$ cat src/rtl/pet_pkg.sv
// Shared PET loader definitions: state encoding, memory-map constants and file indices.
// Also holds the helper that picks one byte of a 16-bit pointer.
package pet_pkg;

  typedef enum logic [2:0] {
    ST_IDLE   = 3'd0,
    ST_HDR_LO = 3'd1,
    ST_HDR_HI = 3'd2,
    ST_DATA   = 3'd3,
    ST_FIN    = 3'd4,
    ST_ROM    = 3'd5
  } ldr_state_t;

  localparam logic [7:0]  PRG_IDX      = 8'h41;
  localparam logic [7:0]  ROM_IDX      = 8'h00;
  localparam logic [15:0] RAM_TOP_DEF  = 16'h8000;
  localparam logic [15:0] PTR_BASE_DEF = 16'h002A;
  localparam logic [15:0] ROM_MIN_DEF  = 16'h0400;
  localparam logic [24:0] ROM_LIMIT    = 25'h0008000;
  localparam logic [15:0] ROM_BASE     = 16'h8000;
  localparam logic [2:0]  FIN_LAST     = 3'd5;

  // Even pointer slots take the low byte, odd slots the high byte.
  function automatic logic [7:0] ptr_byte(input logic [15:0] p, input logic [2:0] idx);
    return idx[0] ? p[15:8] : p[7:0];
  endfunction

endpackage

$ cat src/rtl/prg_loader.sv
// PRG/ROM download loader: strips the PRG header, streams payload into PET RAM,
// patches VARTAB/ARYTAB/STREND at the end, or relocates ROM images to $8000+.
module prg_loader
  import pet_pkg::*;
#(
  parameter logic [7:0]  PRG_INDEX = PRG_IDX,
  parameter logic [7:0]  ROM_INDEX = ROM_IDX,
  parameter logic [15:0] RAM_TOP   = RAM_TOP_DEF,
  parameter logic [15:0] PTR_BASE  = PTR_BASE_DEF,
  parameter logic [15:0] ROM_MIN   = ROM_MIN_DEF
) (
  input  logic        clk,
  input  logic        reset,
  input  logic        ioctl_download,
  input  logic [7:0]  ioctl_index,
  input  logic        ioctl_wr,
  input  logic [24:0] ioctl_addr,
  input  logic [7:0]  ioctl_dout,
  output logic        ioctl_wait,
  output logic [15:0] dma_addr,
  output logic [7:0]  dma_data,
  output logic        dma_we,
  output logic        busy,
  output logic        overflow
);

  ldr_state_t  state_reg, state_next;
  logic [15:0] ptr_reg;
  logic        overflow_reg;
  logic        payload_seen_reg;
  logic [2:0]  fin_idx_reg;
  logic        fin_gap_reg;
  logic [15:0] dma_addr_reg;
  logic [7:0]  dma_data_reg;
  logic        dma_we_reg;

  logic        wr_req;
  logic [15:0] wr_addr;
  logic [7:0]  wr_data;
  logic        rom_in_window;

  assign rom_in_window = (ioctl_addr >= {9'd0, ROM_MIN}) && (ioctl_addr < ROM_LIMIT);

  // State register plus the datapath registers it owns.
  always_ff @(posedge clk) begin
    if (reset) begin
      state_reg        <= ST_IDLE;
      ptr_reg          <= '0;
      overflow_reg     <= 1'b0;
      payload_seen_reg <= 1'b0;
      fin_idx_reg      <= '0;
      fin_gap_reg      <= 1'b0;
      dma_addr_reg     <= '0;
      dma_data_reg     <= '0;
      dma_we_reg       <= 1'b0;
    end else begin
      state_reg  <= state_next;
      dma_we_reg <= wr_req;
      if (wr_req) begin
        dma_addr_reg <= wr_addr;
        dma_data_reg <= wr_data;
      end
      case (state_reg)
        ST_IDLE: begin
          fin_idx_reg      <= '0;
          fin_gap_reg      <= 1'b0;
          payload_seen_reg <= 1'b0;
          if (ioctl_download && ioctl_index == PRG_INDEX)
            overflow_reg <= 1'b0;
        end
        ST_HDR_LO: if (ioctl_download && ioctl_wr) ptr_reg[7:0]  <= ioctl_dout;
        ST_HDR_HI: if (ioctl_download && ioctl_wr) ptr_reg[15:8] <= ioctl_dout;
        // A strobe coinciding with the download drop is still a payload byte.
        ST_DATA: begin
          if (ioctl_wr) begin
            payload_seen_reg <= 1'b1;
            if (ptr_reg < RAM_TOP)
              ptr_reg <= ptr_reg + 16'd1;
            else
              overflow_reg <= 1'b1;
          end
        end
        ST_FIN: begin
          if (!fin_gap_reg) begin
            fin_gap_reg <= 1'b1;
          end else begin
            fin_gap_reg <= 1'b0;
            fin_idx_reg <= fin_idx_reg + 3'd1;
          end
        end
        default: ;
      endcase
    end
  end

  always_comb begin
    state_next = state_reg;
    case (state_reg)
      ST_IDLE: begin
        if (ioctl_download) begin
          if (ioctl_index == PRG_INDEX)
            state_next = ST_HDR_LO;
          else if (ioctl_index == ROM_INDEX)
            state_next = ST_ROM;
        end
      end
      ST_HDR_LO: begin
        if (!ioctl_download)  state_next = ST_IDLE;
        else if (ioctl_wr)    state_next = ST_HDR_HI;
      end
      ST_HDR_HI: begin
        if (!ioctl_download)  state_next = ST_IDLE;
        else if (ioctl_wr)    state_next = ST_DATA;
      end
      // A header-only file carries no program, so the pointers are left alone.
      ST_DATA: begin
        if (!ioctl_download)
          state_next = (payload_seen_reg || ioctl_wr) ? ST_FIN : ST_IDLE;
      end
      ST_FIN: begin
        if (fin_gap_reg && fin_idx_reg == FIN_LAST)
          state_next = ST_IDLE;
      end
      ST_ROM: begin
        if (!ioctl_download) state_next = ST_IDLE;
      end
      default: state_next = ST_IDLE;
    endcase
  end

  always_comb begin
    wr_req  = 1'b0;
    wr_addr = '0;
    wr_data = '0;
    case (state_reg)
      ST_DATA: begin
        if (ioctl_wr && ptr_reg < RAM_TOP) begin
          wr_req  = 1'b1;
          wr_addr = ptr_reg;
          wr_data = ioctl_dout;
        end
      end
      ST_FIN: begin
        if (!fin_gap_reg) begin
          wr_req  = 1'b1;
          wr_addr = PTR_BASE + {13'd0, fin_idx_reg};
          wr_data = ptr_byte(ptr_reg, fin_idx_reg);
        end
      end
      ST_ROM: begin
        if (ioctl_download && ioctl_wr && rom_in_window) begin
          wr_req  = 1'b1;
          wr_addr = ioctl_addr[15:0] + ROM_BASE;
          wr_data = ioctl_dout;
        end
      end
      default: ;
    endcase
  end

  assign busy       = (state_reg != ST_IDLE);
  assign ioctl_wait = (state_reg == ST_FIN);
  assign dma_addr   = dma_addr_reg;
  assign dma_data   = dma_data_reg;
  assign dma_we     = dma_we_reg;
  assign overflow   = overflow_reg;

endmodule

$ cat config.mk
export PLATFORM = sky130hd
export DESIGN_NAME = prg_loader
export DESIGN_NICKNAME = d
export VERILOG_FILES = /design/src/rtl/pet_pkg.sv /design/src/rtl/prg_loader.sv
export SDC_FILE = /design/constraint.sdc
export NUM_CORES = 1
export LEC_CHECK = 0
export ABC_AREA = 1
export CORE_AREA = 3 3 103 76
export CTS_CLUSTER_SIZE = 25
export DETAILED_ROUTE_END_ITERATION = 8
export DIE_AREA = 0 0 106 79
export GPL_TIMING_DRIVEN = 0
export PLACE_DENSITY = 0.87
export SLEW_MARGIN = 10
export SYNTH_ARGS = -nofsm -noshare
export SYNTH_HDL_FRONTEND = slang
export SYNTH_SLANG_ARGS = --single-unit
$ cat constraint.sdc
create_clock -name clk -period 1.6 [get_ports clk]
set_clock_uncertainty 0.2 [all_clocks]
set_input_delay 0.48 -clock clk [delete_from_list [all_inputs] [get_ports clk]]
set_output_delay 0.48 -clock clk [all_outputs]
set_load 0.03 [all_outputs]
After elaboration in Yosys (flattened, before gate mapping)
Index checks and enable logic that the tools add are counted.
- reductions and logical operators: 20
- order comparisons: 3
- mux-type cells: 39
- add/sub/neg operators: 4
- eq/ne operators: 21
- operators by type and width (kind ; count):
    two-way mux 16 bit ; 4
    case mux 16 bit (3 select lines) ; 1
    two-way mux 8 bit ; 5
    two-way mux 3 bit ; 12
    case mux 8 bit (2 select lines) ; 2
    >= comparator 25 x 11 -> 1 bit (second input constant) ; 1
    less-than comparator 25 x 16 -> 1 bit (second input constant) ; 1
    case mux 8 bit (3 select lines) ; 1
    inequality test 2 bit (second input constant) ; 9
    case mux 3 bit (6 select lines) ; 1
    adder 16 x 1 -> 16 bit (second input constant) ; 1
    adder 16 bit (second input constant) ; 1
    less-than comparator 16 bit (second input constant) ; 1
    AND reduction 4 bit ; 3
    == test 3 bit (second input constant) ; 3
    inequality test 3 bit (second input constant) ; 3
    == test 8 x 7 -> 1 bit (second input constant) ; 1
    logical NOT 8 bit ; 1
    nonzero test 2 bit ; 4
    adder 6 x 3 -> 7 bit (first input constant) ; 1
    two-way mux 1 bit ; 7
    two-way mux 7 bit ; 1
    AND reduction 7 bit ; 1
    == test 3 x 2 -> 1 bit (second input constant) ; 2
    11 further kinds ; 20
- input bits: 45
- register bits: 50

Longest topological paths before layout
- word-level depth: 5
- mapped depth: 11
- gate-level depth less buffers: 10

Least setup slack after synthesis
Ideal clock, no wire load.
- path type: input -> register
- from: input port ioctl_addr[14]
- to: register dma_addr_reg[10], in the netlist dma_addr[10]
- path buffers: 1
- library setup time: 116 ps
- slack: -148 ps
- stages: 7
- arrival time: 1432 ps
- required time: 1284 ps
- path through: nor2_1 nand4_1 nand3_4 nand3_4 buf_6 o21ai_0 nor2_1
- cells in the longest elaborated chain, start to end: 5
- elaborated cells between the ends (all ways): 8
- classes of those cells: order compare: 2; mux: 4; reduce/logical: 2
- ends and longest elaborated chain (element ; line ; text):
    start: declaration ; prg_loader.sv:17 ; input logic [24:0] ioctl_addr,
    >= comparator 25 x 11 -> 1 bit / less-than comparator 25 x 16 -> 1 bit (equally long branches) ; prg_loader.sv:42 ; assign rom_in_window = (ioctl_addr >= {9'd0, ROM_MIN}) && (ioctl_addr < ROM_LIMIT);
    logical AND 1 bit (*) ; prg_loader.sv:42 ;
    logical AND 1 bit (*) ; prg_loader.sv:151 ; if (ioctl_download && ioctl_wr && rom_in_window) begin
    two-way mux 16 bit / two-way mux 1 bit (equally long branches) ; prg_loader.sv:151 ;
    case mux 16 bit (3 select lines) / case mux 1 bit (3 select lines) (equally long branches) ; prg_loader.sv:135 ; case (state_reg)
    end signal: assignment ; prg_loader.sv:60 ; dma_addr_reg <= wr_addr;
    end: declaration ; prg_loader.sv:33 ; logic [15:0] dma_addr_reg;
Every way passes the cells marked *; elsewhere a longest branch is shown, timed or not.
A chain may end at the register's enable or synchronous reset.

Worst setup path after layout
- from: register state_reg[1]
- to: register dma_addr_reg[11], in the netlist dma_addr[11]
- cells in the longest elaborated chain, start to end: 2
- elaborated cells between the ends (all ways): 5
- classes of those cells: eq/ne: 3; mux: 2
- ends and longest elaborated chain (element ; line ; text):
    start: declaration ; prg_loader.sv:27 ; ldr_state_t state_reg, state_next;
    start signal: assignment ; prg_loader.sv:57 ; state_reg <= state_next;
    == test 3 bit / == test 3 x 2 -> 1 bit (equally long branches) ; prg_loader.sv:135 ;
    case mux 16 bit (3 select lines) / case mux 1 bit (3 select lines) (equally long branches) ; prg_loader.sv:135 ;
Parallel ways exist; a longest one is shown, timed or not.

==> results.md <==
* Outcome: complete, but fails checks
* Failing checks: setup timing
* Reg2Reg Depth at 10
* Post-synth EDFFs at 0
* PortBufs at 72
* Final Critical Period at roughly 1.9 ns
* # diodes at 0
* Worst Path Required at ~1.6 ns
* First-pass GRT wire length at about 18,000 um
* Hold depth at 2
* CTS tree: built
* Post-synth ARST share at 0%
* Crit path DAT at 1.87 ns
* Starting Density at 46.46%
* Total global routing overflow at 0
* Syn. warnings at 0
* Die width at ~110 um
* Die height at between 70 and 80 um
* Global-route usage over all layers at 26.66%
* Peak supply drop at 0.0004719 V
* Synthesized net count at between 500 and 600
* CTS Buffer Depth at 2
* Clock sinks at 50
* Internal power at 3.199 mW
* Sequential power share at 30.6%
* Antenna Nets Post-Route at 0
* Ys flop type: dfxtp_1
* IO Count at 73
* Endpoints failing setup at 47
* Crit. End Element: flip-flop
* DRT iter0 DRCs at between 500 and 600
* Top cells by count, synth: nand2_1 (120), nor2_1 (83), inv_1 (54)
* Drt pass-1 iters at 6
* Synth unique cells at 33
* Post-synthesis register bit count at 50
* Worst setup SP type: flip-flop
* Crit path cell chain: buf_4 > nor2_4 > nand2_2 > nor2_4 > nand3_4 > nand3_4 > inv_4 > buf_8 > nor2_1 > nor2_1
* Clock share of power at between 10% and 20%
* Worst slew pin tran at 0.4892 ns
* Sw power at 2.419 mW
* Core area at between 0.006 and 0.007 mm2
* Pwr/cell area at 1178 mW/mm2
* Peak fanout along the critical path at 5
* Later-pin clock latency in the skew report at roughly 0.32 ns
* Fillers at 487
* # rows at 25
* Initial antenna violation count at 0
* Vias at 4,076
* Synth top area cells: dfxtp_1 (32%), nand2_1 (14%), nor2_1 (9.9%)
* Gpl congestion at 0.9283
* WL final at 12,550 um
* Clock Tree Root: clkbuf_8
* Post-Syn Area per Cell at about 6.3 um2
* Logic pwr share at 53.2%
* Vias/cell at 5.717
* Post-DR wirelength/cell at 17.60 um
* Power Total at 5.618 mW
* Crit path max-delay cell type: dfxtp_4
* Max stage delay on crit path at 0.36 ns
* Layout cell share with drive strength beyond 1 at a little under a third
* Top-count cell post-synth: nand2_1
* Final Hold Fails at 0
* Final setup margin at -0.2523 ns
* Placement Setup Slack at -0.9653 ns
* Hpwl dp at around 7500 um
* P_leak at 2.363 nW
* Yosys top cell area share at 31.89%
* Post-Syn Area at 0.003139 mm2
* Mapped Cells at 498
* CP Class: flip-flop to flip-flop
* Leading area contributor after synthesis: dfxtp_1
* Hold Crit Class: flip-flop to flip-flop
* Max Fclk at 539.9 MHz
* Register area share after synthesis at 31.89%
* Hold_buf cts at 0
* Sw Share at 43.06%
* Rel. slew slack at 67.39%
* Vias in the first global route at 3,737
* Area grow syn2layout at 51.93%
* RSZ-0062 raised after global routing: yes
* Largest net degree at the start of global routing at 16
* Max-cap violation count at 0
* Slew Limit Fails at 0
* DRC violations left at 0
* TritonCTS Buffers at 5
* H-tree levels at 2
* Reg clk slew, reported paths at 0.10 ns
* Fin crit share at 115.8%
* Nets at 668
* Die area at 0.008374 mm2
-- through the flow --
stage	instance area [um2]	cells	setup TNS, ns	hold slack (ns)	utilization (%)
6_report	4770	713	-7.317	0.2651	70.59
3_5_place_dp	4024	664	-39.57	0.2552	59.56
4_1_cts	4439	699	-5.048	0.2666	65.70
3_3_place_gp	4024	664	-37.53	0.2519	59.56
5_1_grt	4770	713	-10.26	0.2872	70.59
2_1_floorplan	3186	498	-1.926	0.2422	-
-- final timing paths --
check                     endpoint  slack, ns             start
setup / recovery      dma_addr[11]      -0.25      state_reg[1]
hold / removal    payload_seen_reg       0.27  payload_seen_reg
setup reg to reg      dma_addr[11]      -0.25      state_reg[1]
hold reg to reg   payload_seen_reg       0.27  payload_seen_reg
-- cells by family after synthesis --
kind of cell,after synthesis,share of synthesized area [%]
compound gates,106,18.77
fa+ha+maj,4,1.594
flops,50,31.89
mux,3,1.076
buf+inv,79,10.96
xor+xnor,3,0.8371
simple gates,253,34.87
-- power groups by stage --
stage               combinational [mW]  sequential, mW  clock [mW]
floorplan                         1.08            1.98           0
global placement                  2.10            1.70           0
detailed placement                2.15            1.71           0
CTS                               2.43            1.69       0.904
global route                      3.16            1.74       0.961
finish                            2.99            1.72       0.909
-- layout make-up --
cell class / instances / area (um2) / area share, %
Sequential cell: 50 / 1023 / 21.46
Multi-Input combinational cell: 369 / 2130 / 44.65
Tap cell: 94 / 117.6 / 2.466
Inverter: 60 / 245.2 / 5.142
Buffer: 18 / 145.1 / 3.043
Timing Repair Buffer: 115 / 1001 / 20.99
Clock inverter: 2 / 38.79 / 0.8132
Clock buffer: 5 / 68.82 / 1.443
-- timing repair --
item,CTS,global route
gates resized for setup,244,95
setup buffers,26,14
endpoints found under the setup margin,77,48
pin swaps,26,39
cloned,3,1
-- worst max-delay path: cells and delay by family (launching register included) --
kind / cells / cell delay (ns)
AND/OR/NAND/NOR: 7 / 0.82
buffers and inverters: 3 / 0.36
flip-flops: 1 / 0.36
-- placed cells by master (no fill, tap or decap), types with 14 or more instances in the layout --
master	synthesis	layout
dfxtp_1	50	40
o21bai_1	14	14
clkdlybuf4s50_1	0	19
inv_1	54	46
nor2_1	83	57
nand3_1	26	20
nor2_4	2	18
o21ai_0	46	21
buf_4	3	36
a21oi_1	36	34
buf_2	4	27
o21ai_1	0	17
nand2_1	120	103
-- layer usage --
layer	GRT usage [%]	part of all wire [%]
met1	32.78	38
met2	45.61	47
met3	5.605	11
met4	11.13	4.4
met5	0	0
Note: power is estimated with default switching activity, not from simulation.
